File: src/rtl/ifu_fetch_pkg.sv
// ifu_fetch_pkg: fetch FSM states, fetch error codes and the shared reset PC.
package ifu_fetch_pkg;
    typedef enum logic [1:0] {IDLE, REQ, WAIT, HOLD} state_t;
    typedef enum logic [1:0] {
        FETCH_ERR_NONE,
        FETCH_ERR_MISALIGNED,
        FETCH_ERR_BUS,
        FETCH_ERR_TIMEOUT
    } fetch_err_t;
    localparam logic [31:0] RESET_PC = 32'h8000_0000;
endpackage

File: src/rtl/ifu_fetch_if.sv
// ifu_fetch_if: PC intake, instruction memory and core-side instruction handshakes.
interface ifu_fetch_if #(parameter int ADDR_W = 32, parameter int DATA_W = 32);
    logic [ADDR_W-1:0] pc;
    logic              pc_valid;
    logic              pc_ready;
    logic              imem_req_valid;
    logic              imem_req_ready;
    logic [ADDR_W-1:0] imem_req_addr;
    logic              imem_rsp_valid;
    logic [DATA_W-1:0] imem_rsp_data;
    logic              imem_rsp_err;
    logic [DATA_W-1:0] inst;
    logic [ADDR_W-1:0] inst_pc;
    logic              inst_valid;
    logic              inst_ready;
    logic [1:0]        fetch_err;
    modport master (
        input  pc, pc_valid, imem_req_ready, imem_rsp_valid, imem_rsp_data, imem_rsp_err, inst_ready,
        output pc_ready, imem_req_valid, imem_req_addr, inst, inst_pc, inst_valid, fetch_err
    );
    modport slave (
        output pc, pc_valid, imem_req_ready, imem_rsp_valid, imem_rsp_data, imem_rsp_err, inst_ready,
        input  pc_ready, imem_req_valid, imem_req_addr, inst, inst_pc, inst_valid, fetch_err
    );
endinterface

File: src/rtl/ifu_fetch_timeout_ctr.sv
// ifu_fetch_timeout_ctr: saturating response-wait counter, expired once it reaches TIMEOUT.
module ifu_fetch_timeout_ctr #(
    parameter int CNT_W   = 8,
    parameter int TIMEOUT = 255
) (
    input  logic clk,
    input  logic rst,
    input  logic clr,
    input  logic en,
    output logic expired
);
    localparam logic [CNT_W-1:0] LIMIT = CNT_W'(TIMEOUT);
    logic [CNT_W-1:0] count;
    always_ff @(posedge clk)
        if (rst || clr) count <= '0;
        else if (en && count != LIMIT) count <= count + 1'b1;
    assign expired = count == LIMIT;
endmodule

File: src/rtl/ifu_fetch.sv
// ifu_fetch: single-outstanding instruction fetch with misalign, bus error and timeout flags.
module ifu_fetch import ifu_fetch_pkg::*; #(
    parameter int ADDR_W  = 32,
    parameter int DATA_W  = 32,
    parameter int TIMEOUT = 255,
    parameter int CNT_W   = 8
) (
    input logic        clk,
    input logic        rst,
    ifu_fetch_if.master bus
);
    state_t            state, state_d;
    fetch_err_t        err_q;
    logic [ADDR_W-1:0] addr_q, pc_q;
    logic [DATA_W-1:0] inst_q;
    logic              drop_pending, expired;
    logic              pc_hs, misaligned, req_hs, rsp_take, timed_out;
    assign pc_hs      = state == IDLE && bus.pc_valid;
    assign misaligned = bus.pc[1:0] != 2'b00;
    assign req_hs     = state == REQ && bus.imem_req_ready;
    assign rsp_take   = state == WAIT && bus.imem_rsp_valid && !drop_pending;
    // A response arriving on the expiry cycle wins over the timeout
    assign timed_out  = state == WAIT && expired && !bus.imem_rsp_valid;
    ifu_fetch_timeout_ctr #(.CNT_W(CNT_W), .TIMEOUT(TIMEOUT)) u_tmo (
        .clk     (clk),
        .rst     (rst),
        .clr     (req_hs),
        .en      (state == WAIT),
        .expired (expired)
    );
    always_ff @(posedge clk)
        if (rst) state <= IDLE;
        else state <= state_d;
    always_comb begin
        state_d = state;
        case (state)
            IDLE:    state_d = pc_hs ? (misaligned ? HOLD : REQ) : IDLE;
            REQ:     state_d = bus.imem_req_ready ? WAIT : REQ;
            WAIT:    state_d = (rsp_take || timed_out) ? HOLD : WAIT;
            default: state_d = bus.inst_ready ? IDLE : HOLD;
        endcase
    end
    always_ff @(posedge clk) begin
        if (rst) begin
            addr_q       <= '0;
            pc_q         <= '0;
            inst_q       <= '0;
            err_q        <= FETCH_ERR_NONE;
            drop_pending <= 1'b0;
        end else begin
            if (pc_hs) begin
                addr_q <= bus.pc;
                pc_q   <= bus.pc;
                err_q  <= misaligned ? FETCH_ERR_MISALIGNED : FETCH_ERR_NONE;
                if (misaligned) inst_q <= '0;
            end
            if (rsp_take) begin
                inst_q <= bus.imem_rsp_err ? '0 : bus.imem_rsp_data;
                err_q  <= bus.imem_rsp_err ? FETCH_ERR_BUS : FETCH_ERR_NONE;
            end
            // The abandoned request still owes a response; swallow it when it lands
            if (timed_out) begin
                inst_q       <= '0;
                err_q        <= FETCH_ERR_TIMEOUT;
                drop_pending <= 1'b1;
            end else if (bus.imem_rsp_valid && drop_pending) begin
                drop_pending <= 1'b0;
            end
        end
    end
    assign bus.pc_ready       = state == IDLE;
    assign bus.imem_req_valid = state == REQ;
    assign bus.imem_req_addr  = addr_q;
    assign bus.inst           = inst_q;
    assign bus.inst_pc        = pc_q;
    assign bus.inst_valid     = state == HOLD;
    assign bus.fetch_err      = err_q;
endmodule

File: src/flat_wrapper.sv
// flat-port wrapper written by rule: the top's interface ports become plain ports
module ifu_fetch_flat import ifu_fetch_pkg::*;
#(
    parameter int ADDR_W  = 32,
    parameter int DATA_W  = 32,
    parameter int TIMEOUT = 255,
    parameter int CNT_W   = 8
)
  (clk, rst, bus_pc, bus_pc_valid, bus_imem_req_ready, bus_imem_rsp_valid, bus_imem_rsp_data, bus_imem_rsp_err, bus_inst_ready, bus_pc_ready, bus_imem_req_valid, bus_imem_req_addr, bus_inst, bus_inst_pc, bus_inst_valid, bus_fetch_err);
  ifu_fetch_if #(.ADDR_W(ADDR_W), .DATA_W(DATA_W)) bus_i ();
  input logic clk;
  input logic rst;
  input wire logic [$bits(bus_i.pc)-1:0] bus_pc;
  input wire logic [$bits(bus_i.pc_valid)-1:0] bus_pc_valid;
  input wire logic [$bits(bus_i.imem_req_ready)-1:0] bus_imem_req_ready;
  input wire logic [$bits(bus_i.imem_rsp_valid)-1:0] bus_imem_rsp_valid;
  input wire logic [$bits(bus_i.imem_rsp_data)-1:0] bus_imem_rsp_data;
  input wire logic [$bits(bus_i.imem_rsp_err)-1:0] bus_imem_rsp_err;
  input wire logic [$bits(bus_i.inst_ready)-1:0] bus_inst_ready;
  output wire logic [$bits(bus_i.pc_ready)-1:0] bus_pc_ready;
  output wire logic [$bits(bus_i.imem_req_valid)-1:0] bus_imem_req_valid;
  output wire logic [$bits(bus_i.imem_req_addr)-1:0] bus_imem_req_addr;
  output wire logic [$bits(bus_i.inst)-1:0] bus_inst;
  output wire logic [$bits(bus_i.inst_pc)-1:0] bus_inst_pc;
  output wire logic [$bits(bus_i.inst_valid)-1:0] bus_inst_valid;
  output wire logic [$bits(bus_i.fetch_err)-1:0] bus_fetch_err;
  assign bus_i.pc = bus_pc;
  assign bus_i.pc_valid = bus_pc_valid;
  assign bus_i.imem_req_ready = bus_imem_req_ready;
  assign bus_i.imem_rsp_valid = bus_imem_rsp_valid;
  assign bus_i.imem_rsp_data = bus_imem_rsp_data;
  assign bus_i.imem_rsp_err = bus_imem_rsp_err;
  assign bus_i.inst_ready = bus_inst_ready;
  assign bus_pc_ready = bus_i.pc_ready;
  assign bus_imem_req_valid = bus_i.imem_req_valid;
  assign bus_imem_req_addr = bus_i.imem_req_addr;
  assign bus_inst = bus_i.inst;
  assign bus_inst_pc = bus_i.inst_pc;
  assign bus_inst_valid = bus_i.inst_valid;
  assign bus_fetch_err = bus_i.fetch_err;
  ifu_fetch #(.ADDR_W(ADDR_W), .DATA_W(DATA_W), .TIMEOUT(TIMEOUT), .CNT_W(CNT_W)) u_core (.clk(clk), .rst(rst), .bus(bus_i));
endmodule
File: config.mk
export PLATFORM = sky130hd
export DESIGN_NAME = ifu_fetch_flat
export DESIGN_NICKNAME = d
export VERILOG_FILES = /design/src/rtl/ifu_fetch_pkg.sv /design/src/rtl/ifu_fetch_if.sv /design/src/rtl/ifu_fetch_timeout_ctr.sv /design/src/rtl/ifu_fetch.sv /design/src/flat_wrapper.sv
export SDC_FILE = /design/constraint.sdc
export NUM_CORES = 1
export LEC_CHECK = 0
export ABC_AREA = 1
export CORE_AREA = 2 2 100 102
export CTS_CLUSTER_SIZE = 20
export DETAILED_ROUTE_END_ITERATION = 10
export DIE_AREA = 0 0 102 104
export DONT_BUFFER_PORTS = 1
export MAX_ROUTING_LAYER = met4
export PLACE_DENSITY = 0.54
export SLEW_MARGIN = 20
export SYNTH_ARGS = -nofsm -noshare
export SYNTH_HDL_FRONTEND = slang
export SYNTH_HIERARCHICAL = 1
export SYNTH_SLANG_ARGS = --single-unit
export TNS_END_PERCENT = 30
File: constraint.sdc
create_clock -name clk -period 1.6 [get_ports clk]
set_input_delay 0.16 -clock clk [delete_from_list [all_inputs] [get_ports clk]]
set_output_delay 0.16 -clock clk [all_outputs]
set_load 0.005 [all_outputs]
==> metrics.md, run 1 <==
| Metric | Value |
|---|---|
| Outcome | `finished, final reports clean` |
| Worst slew pin tran | `368.8 ps` |
| Sw Pwr | `1.234 mW` |
| MaxCap Viol Count | `0` |
| Mean number of vias per cell | `4.792` |
| Register area share after synthesis | `around 47%` |
| Die boundary width | `102 um` |
| Crit. End Element | `register` |
| Core Util, Final | `42.44%` |
| Fin area | `0.004053 mm^2` |
| Global Route Usage Sum | `15.55%` |
| DR pass1 iterations | `5` |
| Via count of the first global-routing pass | `2,736` |
| Die area | `0.01061 mm^2` |
| Setup-failing EPs final | `0` |
| Leakage power | `1.579 nW` |
| Starting density of the core | `about a third` |
| Startpoint Class | `register` |
| CTS clk-pin slew, worst paths | `80 ps` |
| Standard-cell row count | `36` |
| Most frequent cells in the layout | `81 x nor2_1, 76 x dfxtp_1, 66 x dlygate4sd3_1, 59 x nand2_1, 42 x a21oi_1` |
| Unrepaired setup endpoints after global routing | `false` |
| Post-Syn Area | `approximately 0.0033 mm^2` |
| Peak supply drop | `0.3914 mV` |
| Kind of critical path | `register to register` |
| Clock Skew | `approximately 9.3 ps` |
| Cell Pwr Density | `1039 mW/mm^2` |
| Filler Cell Count | `947` |
| First-pass GRT wire length | `12,700 um` |
| Most common cell after layout, fill and taps aside | `nor2_1` |
| CP required | `1830 ps` |
| H-tree Lvls | `3` |
| Slew headroom | `around three quarters` |
| GPL Wtd Cong | `a little over 0.8` |
| Cts bufs inserted | `9` |
| Top-Level Pins | `172` |
| ANT nets after route | `0` |
| CTS tree | `done` |
| Share of layout cells above drive strength 1 | `9.402%` |
| Initial antenna violation count | `0` |
| Die Y | `104 um` |
| IO buf count | `0` |
| Cell count after placement | `517` |
| Final Hold Vio Count | `0` |
| Gr ovfl total | `0` |
| Internal power | `about 3 mW` |
| Comb pwr share | `between 10% and 20%` |
| Worst-path fanout max | `24` |
| Final setup TNS | `0 ps` |
| Clock network power share | `31.0%` |
| Synth Instances | `425` |
| Fin nets | `between 500 and 600` |
| Ant. Diodes | `0` |
| Hold Crit Class | `primary input to register` |
| Reg2Reg Depth | `11` |
| CP arrival | `1710 ps` |
| Final Slew Violations | `0` |
| Layout area overhead | `24.48%` |
| Max Root-Sink Buffers | `2` |
| Core box area | `0.009549 mm^2` |
| Clk sinks | `77` |
| Drt total wl | `8468 um` |
| WL/cell | `roughly 14 um` |
| Fmax | `0.6759 GHz` |
| Final min period | `1479 ps` |
| Detail Placement HPWL | `between 5000 and 6000 um` |
| Overall power | `around 4.2 mW` |
| Syn_nets | `between 400 and 500` |
| Tcrit/Tclk final | `92.47%` |
| Hold depth | `3` |
| Non-filler cells, final | `roughly 600` |
| #FFs+latches synth | `77` |
| Clock Tree Root | `clkbuf_8` |
| 1st-iter DRT viols | `173` |
| Area after DPL | `0.003181 mm^2` |
| Drt drc | `0` |
| Routed vias | `2,880` |
| Largest net degree at the start of global routing | `35` |
| Worst skew pair latency | `340 ps` |
| Library cells used by synthesis | `26` |
| Syn avg cell area | `7.660 um^2` |
| Reg power frac | `a little over half` |
| Sw frac | `approximately 30%` |
| Total number of yosys warnings | `6` |
==> worst paths after layout <==
check	start	to	slack [ps]
setup / recovery	u_core/u_tmo/count[1]	u_core/bus.inst[7]	120
hold / removal	bus_imem_rsp_err	u_core/bus.inst[6]	10
setup reg to reg	u_core/u_tmo/count[1]	u_core/bus.inst[7]	120
hold reg to reg	u_core/drop_pending	u_core/drop_pending	470
==> metal layers <==
layer / GRT usage, % / share of wire, %
met1: 15.96 / 40
met2: 26.69 / 51
met3: 4.704 / 7.3
met4: 7.429 / 1.5
met5: - / 0
==> cell usage after synthesis <==
cell type,number,area share (%)
inv_1,18,2.1
dfxtp_1,77,47
nand2_4,1,0.35
nand2_1,60,6.9
a31oi_1,1,0.19
o211ai_2,1,0.38
nand3_1,40,6.1
nor2_1,81,9.3
inv_2,1,0.12
or2_2,1,0.19
ha_1,1,0.38
buf_1,1,0.12
nor2_2,2,0.38
buf_4,36,8.3
nand2_2,2,0.38
nor2_8,1,0.61
o21ai_0,33,5.1
nand3b_2,1,0.35
buf_2,10,1.5
nor3_1,2,0.31
nand4_1,2,0.38
nand3b_1,2,0.46
clkbuf_1,4,0.46
buf_6,4,1.4
a21oi_1,42,6.5
nor2_4,1,0.35
==> flip-flops by register name (all words and copies together) (netlist names) <==
register	count
u_core/u_tmo/count	8
u_core/bus.inst	32
u_core/bus.inst_pc	32
u_core/state	2
u_core/bus.fetch_err	2
u_core/drop_pending	1
==> power groups by stage <==
| stage | logic, mW | registers, mW | clock network (mW) |
|---|---|---|---|
| 2_1_floorplan | 0.564 | 2.21 | 0 |
| 5_1_grt | 0.765 | 2.26 | 1.45 |
| 3_5_place_dp | 0.532 | 2.27 | 0 |
| 6_report | 0.679 | 2.22 | 1.31 |
| 4_1_cts | 0.665 | 2.23 | 1.37 |
| 3_3_place_gp | 0.519 | 2.27 | 0 |
==> cells by family (layout without fill, tap and decap cells) <==
family                     after synthesis  in the layout  synth area share, %
DFF                                     77             77                47.35
buffers and inverters                   74            116                13.99
AOI/OAI and AO/OA                       77             77                12.11
adders and majority gates                1              1               0.3843
and+or+nand+nor                        196            197                26.17
==> through the flow <==
step | worst slack [ps] | hold slack (ps)
after global routing | 4.835 | 5.474
after detailed placement | 88.18 | 233.0
after floorplan | -0.05551 | 229.1
final | 120.5 | 11.99
after CTS | 71.63 | 19.34
after global placement | 111.7 | 230.7
==> timing repair <==
| item | CTS | global route |
|---|---|---|
| resized for setup | 0 | 2 |
| setup endpoints to repair | 0 | 32 |
| hold buffers | 65 | 1 |
| endpoints found under the hold margin | 67 | 2 |
| buffers inserted | 0 | 1 |
==> final cells by class <==
| type | instances | area [um^2] | share of cell area, % |
|---|---|---|---|
| tap | 133 | 166.4 | 4.106 |
| clock buffer | 11 | 141.4 | 3.489 |
| multi-input combinational | 275 | 1272 | 31.40 |
| timing repair buffer | 81 | 823.3 | 20.31 |
| sequential | 77 | 1543 | 38.07 |
| inverter | 19 | 71.32 | 1.760 |
| clock inverter | 5 | 35.03 | 0.8645 |
==> worst max-delay path: stages, from the launching register on <==
cell and delay, ps:
dfxtp_1 360, ha_1 190, nand2_1 80, nor2_1 90, nand2_1 70, inv_1 50
inv_1 30, nor2_1 70, nand2_1 80, nand2_2 110, buf_12 170, a21oi_1 50
(Power assumes the default switching activity.)
==> inputs of run 2 (changes only) <==
--- a/config.mk
+++ b/config.mk
@@ -6,10 +6,10 @@
 export NUM_CORES = 1
 export LEC_CHECK = 0
 export ABC_AREA = 1
-export CORE_AREA = 2 2 100 102
+export CORE_AREA = 2 2 95 107
 export CTS_CLUSTER_SIZE = 20
 export DETAILED_ROUTE_END_ITERATION = 10
-export DIE_AREA = 0 0 102 104
+export DIE_AREA = 0 0 97 109
 export DONT_BUFFER_PORTS = 1
 export MAX_ROUTING_LAYER = met4
 export PLACE_DENSITY = 0.54
==> constraint.sdc (replaced) <==
create_clock -name clk -period 1.6 [get_ports clk]
set_input_delay 0.24 -clock clk [delete_from_list [all_inputs] [get_ports clk]]
set_output_delay 0.24 -clock clk [all_outputs]
set_load 0.005 [all_outputs]
==> run 2 against run 1 <==
Net effect:
- critical path depth unchanged
- routed wire length fell by 7.2%
- maximum frequency up 0.24%
- register-to-register slack is essentially flat
- worst hold slack improved by 13 ps
- largest power group unchanged
- sequential power is essentially flat
- first-iteration DRC count decreased by 46%
- via count decreased by 11%
- combinational power down 21%
- flip-flop and latch count did not move
- clock power increased by 13%
- total power grew 0.82%
==> metrics.md, run 2 (synthesis results as in run 1) <==
| Metric | Value |
|---|---|
| ANT nets after route | `0 (unchanged)` |
| Most common cell after layout, fill and taps aside | `nor2_1` |
| Standard-cell row count | `38 (+5.6%)` |
| Hold Crit Class | `primary input to register` |
| Die Y | `109 um (+4.8%)` |
| Detail Placement HPWL | `5418 um (+0.16%)` |
| DR pass1 iterations | `4 (-1)` |
| Overall power | `4.246 mW (+0.82%)` |
| Leakage power | `1.332 nW (-16%)` |
| Starting density of the core | `34.07% (about the same)` |
| Worst skew pair latency | `350 ps (about the same)` |
| First-pass GRT wire length | `12,020 um (-5.4%)` |
| H-tree Lvls | `3 (unchanged)` |
| CP required | `1840 ps (about the same)` |
| Gr ovfl total | `0 (unchanged)` |
| Via count of the first global-routing pass | `2,425 (-11%)` |
| Cell Pwr Density | `1231 mW/mm^2 (+18%)` |
| Mean number of vias per cell | `4.882 (+1.9%)` |
| Drt total wl | `7857 um (-7.2%)` |
| CTS tree | `done` |
| Clock Skew | `9.212 ps (-0.1367 ps)` |
| Final Hold Vio Count | `0 (unchanged)` |
| Startpoint Class | `register` |
| Die area | `0.01057 mm^2 (-0.33%)` |
| Clock Tree Root | `clkbuf_8` |
| Setup Buffers After CTS | `0 (unchanged)` |
| Clk sinks | `77 (unchanged)` |
| Largest net degree at the start of global routing | `35 (unchanged)` |
| Top-Level Pins | `172 (unchanged)` |
| MaxCap Viol Count | `0 (unchanged)` |
| Most frequent cells in the layout | `81 x nor2_1, 75 x dfxtp_1, 58 x nand2_1, 41 x a21oi_1, 40 x nand3_1` |
| CTS clk-pin slew, worst paths | `80 ps (about the same)` |
| Non-filler cells, final | `525 (-13%)` |
| Kind of critical path | `register to register` |
| GPL Wtd Cong | `0.7248 (-11%)` |
| GR peak layer | `met2` |
| Slew headroom | `73.09% (-2.3 points)` |
| Max Root-Sink Buffers | `2 (unchanged)` |
| Peak supply drop | `0.4406 mV (+13%)` |
| Drt drc | `0 (unchanged)` |
| Final Slew Violations | `0 (unchanged)` |
| Core Util, Final | `36.10% (-6.3 points)` |
| Worst-path fanout max | `8 (-67%)` |
| Final WS setup | `124.0 ps (+3.484 ps)` |
| Fin area | `0.003450 mm^2 (-15%)` |
| Die boundary width | `97 um (-4.9%)` |
| Pre-CTS setup slack | `87.93 ps (-0.2495 ps)` |
| Ant. Diodes | `0 (unchanged)` |
| Routed vias | `2,563 (-11%)` |
| IO buf count | `0 (unchanged)` |
| GR Layer Usage met1 | `15.82% (-0.14 points)` |
| Initial antenna violation count | `0 (unchanged)` |
| Worst slew pin tran | `403.7 ps (+34.90 ps)` |
| 1st-iter DRT viols | `94 (-46%)` |
| Area after DPL | `0.003147 mm^2 (-1.1%)` |
| WL/cell | `14.97 um (+6.2%)` |
| Layout area overhead | `5.957%` |
| Outcome | `finished, final reports clean` |
| Cell count after placement | `505 (-2.3%)` |
| Setup-failing EPs final | `0 (unchanged)` |
| Share of layout cells above drive strength 1 | `12.35% (+2.9 points)` |
| Worst Hold Slack | `24.81 ps (+12.81 ps)` |
| Tcrit/Tclk final | `92.25% (-0.22 points)` |
| Global Route Usage Sum | `14.61% (-0.95 points)` |
| Fin nets | `472 (-12%)` |
| Final setup TNS | `0 ps (unchanged)` |
| Fmax | `0.6775 GHz (+0.24%)` |
| Crit. End Element | `register` |
| GR met3 Demand/Resource | `5.513% (+0.81 points)` |
| Routing usage on met2 | `24.40% (-2.3 points)` |
| CP arrival | `1720 ps (about the same)` |
| Cts bufs inserted | `9 (unchanged)` |
| Core box area | `0.009557 mm^2 (about the same)` |
| Final min period | `1476 ps (-3.484 ps)` |
[run 2: changes by cell type in the layout (fill, tap and decap cells not counted), moves of 2 or more]
cell / before / now
buf_12: 4 / 1
buf_4: 11 / 14
clkbuf_16: 0 / 2
dlygate4sd3_1: 66 / 1
[run 2: layout make-up]
class	instances	area, um^2
multi-input combinational	274	1285
inverter	19	71.32
clock inverter	5	58.81
tap	120	150.1
sequential	77	1546
timing repair buffer	19	196.4
clock buffer	11	141.4
fill	1025	6107
[run 2: final timing paths]
check / start / end / slack, ps / depth (start not counted)
max reg2reg: u_core/u_tmo/count[0] / u_core/bus.inst[22] / 120 / 11
min reg2reg: u_core/drop_pending / u_core/drop_pending / 470 / 2
max: u_core/u_tmo/count[0] / u_core/bus.inst[22] / 120 / 11
min: bus_imem_rsp_data[18] / u_core/bus.inst[18] / 20 / 2
[run 2: worst max-delay path, stage by stage, from the launching register on]
cell	delay (ps)
dfxtp_4	380
ha_4	150
nand2_2	60
nor2_1	80
nand2_1	70
inv_1	50
inv_1	30
nor2_1	70
nand2_1	100
nand2_4	150
clkbuf_16	170
a21oi_1	40
[run 2: what timing repair did]
item | CTS | global route
endpoints found under the hold margin | 6 | 0
hold buffers | 1 | 0
resized for setup | 0 | 9
setup endpoints to repair | 0 | 34
[run 2: power breakdown]
group	switching [mW]	total [mW]	internal [mW]	leakage [nW]
registers	0.163	2.22	2.06	0.630
clock network	0.717	1.48	0.767	0.0959
logic	0.337	0.539	0.201	0.606
total	1.22	4.25	3.03	1.33
[run 2: routing by layer]
metal / wire length, um / vias to the layer above / share of wire (%)
li1: - / 1299 / -
met2: 3936 / 106 / 50
met3: 645 / 6 / 8.2
met1: 3192 / 1152 / 41
met5: 0 / - / 0
met4: 82 / 0 / 1.0
==> inputs of run 3 (changes only) <==
--- a/config.mk
+++ b/config.mk
@@ -6,13 +6,14 @@
 export NUM_CORES = 1
 export LEC_CHECK = 0
 export ABC_AREA = 1
-export CORE_AREA = 2 2 95 107
+export CORE_AREA = 2 2 92 111
 export CTS_CLUSTER_SIZE = 20
 export DETAILED_ROUTE_END_ITERATION = 10
-export DIE_AREA = 0 0 97 109
+export DIE_AREA = 0 0 94 113
 export DONT_BUFFER_PORTS = 1
 export MAX_ROUTING_LAYER = met4
 export PLACE_DENSITY = 0.54
+export SKIP_LAST_GASP = 1
 export SLEW_MARGIN = 20
 export SYNTH_ARGS = -nofsm -noshare
 export SYNTH_HDL_FRONTEND = slang
==> constraint.sdc (replaced) <==
create_clock -name clk -period 1.3 [get_ports clk]
set_input_delay 0.195 -clock clk [delete_from_list [all_inputs] [get_ports clk]]
set_output_delay 0.195 -clock clk [all_outputs]
set_load 0.005 [all_outputs]
==> run 3 against run 2 <==
Net effect:
- the flow now finishes with violations (setup timing)
- worst setup slack worse by 240 ps
- core utilization up 4.2 points
- design area up 11%
- clock skew down 4.2 ps
- clock power up 66%
- maximum frequency up 4.1%
- critical path depth unchanged
- routed wire length up 3.0%
- count of clock-buffer cells in the layout up 1
- sequential share of layout area down 4.6 points
- combinational power up 45%
- flip-flop and latch count unchanged
- critical endpoint is now u_core/bus.inst[23]
- largest cell class unchanged
- highest routed layer unchanged
==> metrics.md, run 3 (synthesis results as in run 1) <==
| Metric | Value |
|---|---|
| Outcome | `finished, violations left` |
| Failing checks | `setup timing` |
| Standard-cell row count | `39 (+2.6%)` |
| First-pass GRT wire length | `11,830 um (-1.5%)` |
| CP cell instances | `ha_4 > nand2_2 > nor2_1 > nand2_1 > inv_2 > inv_2 > nor2_2 > nand2_2 > nand2_4 > clkbuf_16 > a21oi_2` |
| Die boundary width | `94 um (-3.1%)` |
| CP delay by family, top | `simple AND/OR/NAND/NOR gates` |
| Initial antenna violation count | `0 (unchanged)` |
| ANT nets after route | `0 (unchanged)` |
| Hold Crit Class | `primary input to register` |
| Overall power | `5.981 mW (+41%)` |
| Share of layout cells above drive strength 1 | `21.08% (+8.7 points)` |
| Fin area | `0.003836 mm^2 (+11%)` |
| Reg2reg setup slack | `-120 ps (-240 ps)` |
| Tcrit/Tclk final | `109.1% (+17 points)` |
| Clock Tree Root | `clkbuf_16` |
| Max Root-Sink Buffers | `2 (unchanged)` |
| Routed vias | `2,698 (+5.3%)` |
| Worst skew pair latency | `330 ps (-20 ps)` |
| Slew headroom | `83.16% (+10 points)` |
| Largest net degree at the start of global routing | `36 (+2.9%)` |
| Unrepaired setup endpoints after global routing | `true` |
| Leakage power | `1.505 nW (+13%)` |
| Starting density of the core | `34.21% (+0.15 points)` |
| Worst path max stage delay | `350 ps (-30 ps)` |
| Most frequent cells in the layout | `79 x nor2_1, 74 x dfxtp_1, 57 x nand2_1, 40 x nand3_1, 33 x o21ai_0` |
| Wire length on met3 | `665 um (+3.1%)` |
| Mean number of vias per cell | `4.905 (+0.48%)` |
| Critical Path Slowest Stage Cell | `dfxtp_2` |
| 1st-iter DRT viols | `115 (+22%)` |
| Filler Cell Count | `979 (-4.5%)` |
| Cell Pwr Density | `1559 mW/mm^2 (+27%)` |
| Layout area overhead | `17.83%` |
| Top-Level Pins | `172 (unchanged)` |
| Peak supply drop | `0.7329 mV (+66%)` |
| Ant. Diodes | `0 (unchanged)` |
| MaxCap Viol Count | `0 (unchanged)` |
| DR pass1 iterations | `4 (unchanged)` |
| CP arrival | `1640 ps (-80 ps)` |
| Clk sinks | `77 (unchanged)` |
| H-tree Lvls | `3 (unchanged)` |
| Global Route Usage Sum | `14.47% (-0.14 points)` |
| CP required | `1520 ps (-320 ps)` |
| IO buf count | `0 (unchanged)` |
| Cts bufs inserted | `9 (unchanged)` |
| Final Hold Vio Count | `0 (unchanged)` |
| Final min period | `1418 ps (-58.24 ps)` |
| Core Util, Final | `40.32% (+4.2 points)` |
| Fin nets | `494 (+4.7%)` |
| Die Y | `113 um (+3.7%)` |
| Met2 Wirelength | `4189 um (+6.4%)` |
| Via count of the first global-routing pass | `2,462 (+1.5%)` |
| Setup-failing EPs final | `38 (+38)` |
| CTS tree | `done` |
| Worst slew pin tran | `251.6 ps (-152.0 ps)` |
| Kind of critical path | `register to register` |
| Met1 WL | `3072 um (-3.8%)` |
| Fmax | `0.7053 GHz (+4.1%)` |
| Drt drc | `0 (unchanged)` |
| Area after DPL | `0.003341 mm^2 (+6.2%)` |
| Clock Skew | `4.980 ps (-4.232 ps)` |
| Detail Placement HPWL | `5570 um (+2.8%)` |
| Final Slew Violations | `0 (unchanged)` |
| WL/cell | `14.71 um (-1.7%)` |
| Highest metal used | `met4` |
| CTS clk-pin slew, worst paths | `60 ps (-20 ps)` |
| Die area | `0.01062 mm^2 (+0.46%)` |
| Crit. End Element | `register` |
| Final WS setup | `-117.8 ps (-241.8 ps)` |
| Buffers and inverters on the worst path | `3 (unchanged)` |
| Worst-path fanout max | `8 (unchanged)` |
| Startpoint Class | `register` |
| Core box area | `0.009515 mm^2 (-0.43%)` |
| GPL Wtd Cong | `0.7737 (+6.7%)` |
| Most common cell after layout, fill and taps aside | `nor2_1` |
| Drt total wl | `8089 um (+3.0%)` |
| Gr ovfl total | `0 (unchanged)` |
## run 3: path summary, 6_finish.rpt
kind,start,endpoint,cells after the start
min reg2reg,u_core/drop_pending,u_core/drop_pending,2
max,u_core/u_tmo/count[0],u_core/bus.inst[23],11
min,bus_imem_rsp_data[17],u_core/bus.inst[17],2
max reg2reg,u_core/u_tmo/count[0],u_core/bus.inst[23],11
## run 3: metal layers
metal,track usage [%],up-vias
met5,-,-
met2,25.10,116
met4,6.377,0
met1,14.54,1229
met3,5.060,13
li1,-,1340
## run 3: layout make-up
cell class                      count  area (um^2)  area share, %
Multi-Input combinational cell    274         1353          35.26
Clock buffer                       12        246.5          6.425
Sequential cell                    77         1545          40.28
Inverter                           19        71.32          1.859
Timing Repair Buffer               41        419.2          10.93
Tap cell                          123        153.9          4.012
Clock inverter                      4        47.55          1.239
## run 3: what timing repair did
action,in CTS,in global routing
setup endpoints to repair,39,72
gates cloned,0,3
resized for setup,2,21
hold buffers,1,3
setup buffers,0,3
endpoints found under the hold margin,6,3
pin swaps,0,5
## run 3: metrics by stage
| stage | hold WS (ps) | worst slack, ps | TNS (ps) | cells |
|---|---|---|---|---|
| finish | 8.920 | -117.8 | -3421 | 550 |
| CTS | 0.5536 | -85.43 | -2499 | 541 |
| global placement | 266.4 | -43.64 | -1321 | 524 |
| global route | 0.7777 | -232.5 | -9642 | 550 |
| floorplan | 264.1 | -182.4 | -5601 | 425 |
| detailed placement | 267.5 | -82.78 | -2224 | 524 |
## run 3: report_power, final
group	internal (mW)	switching (mW)	total [mW]
registers	2.54	0.200	2.74
clock network	1.53	0.925	2.46
logic	0.335	0.447	0.781
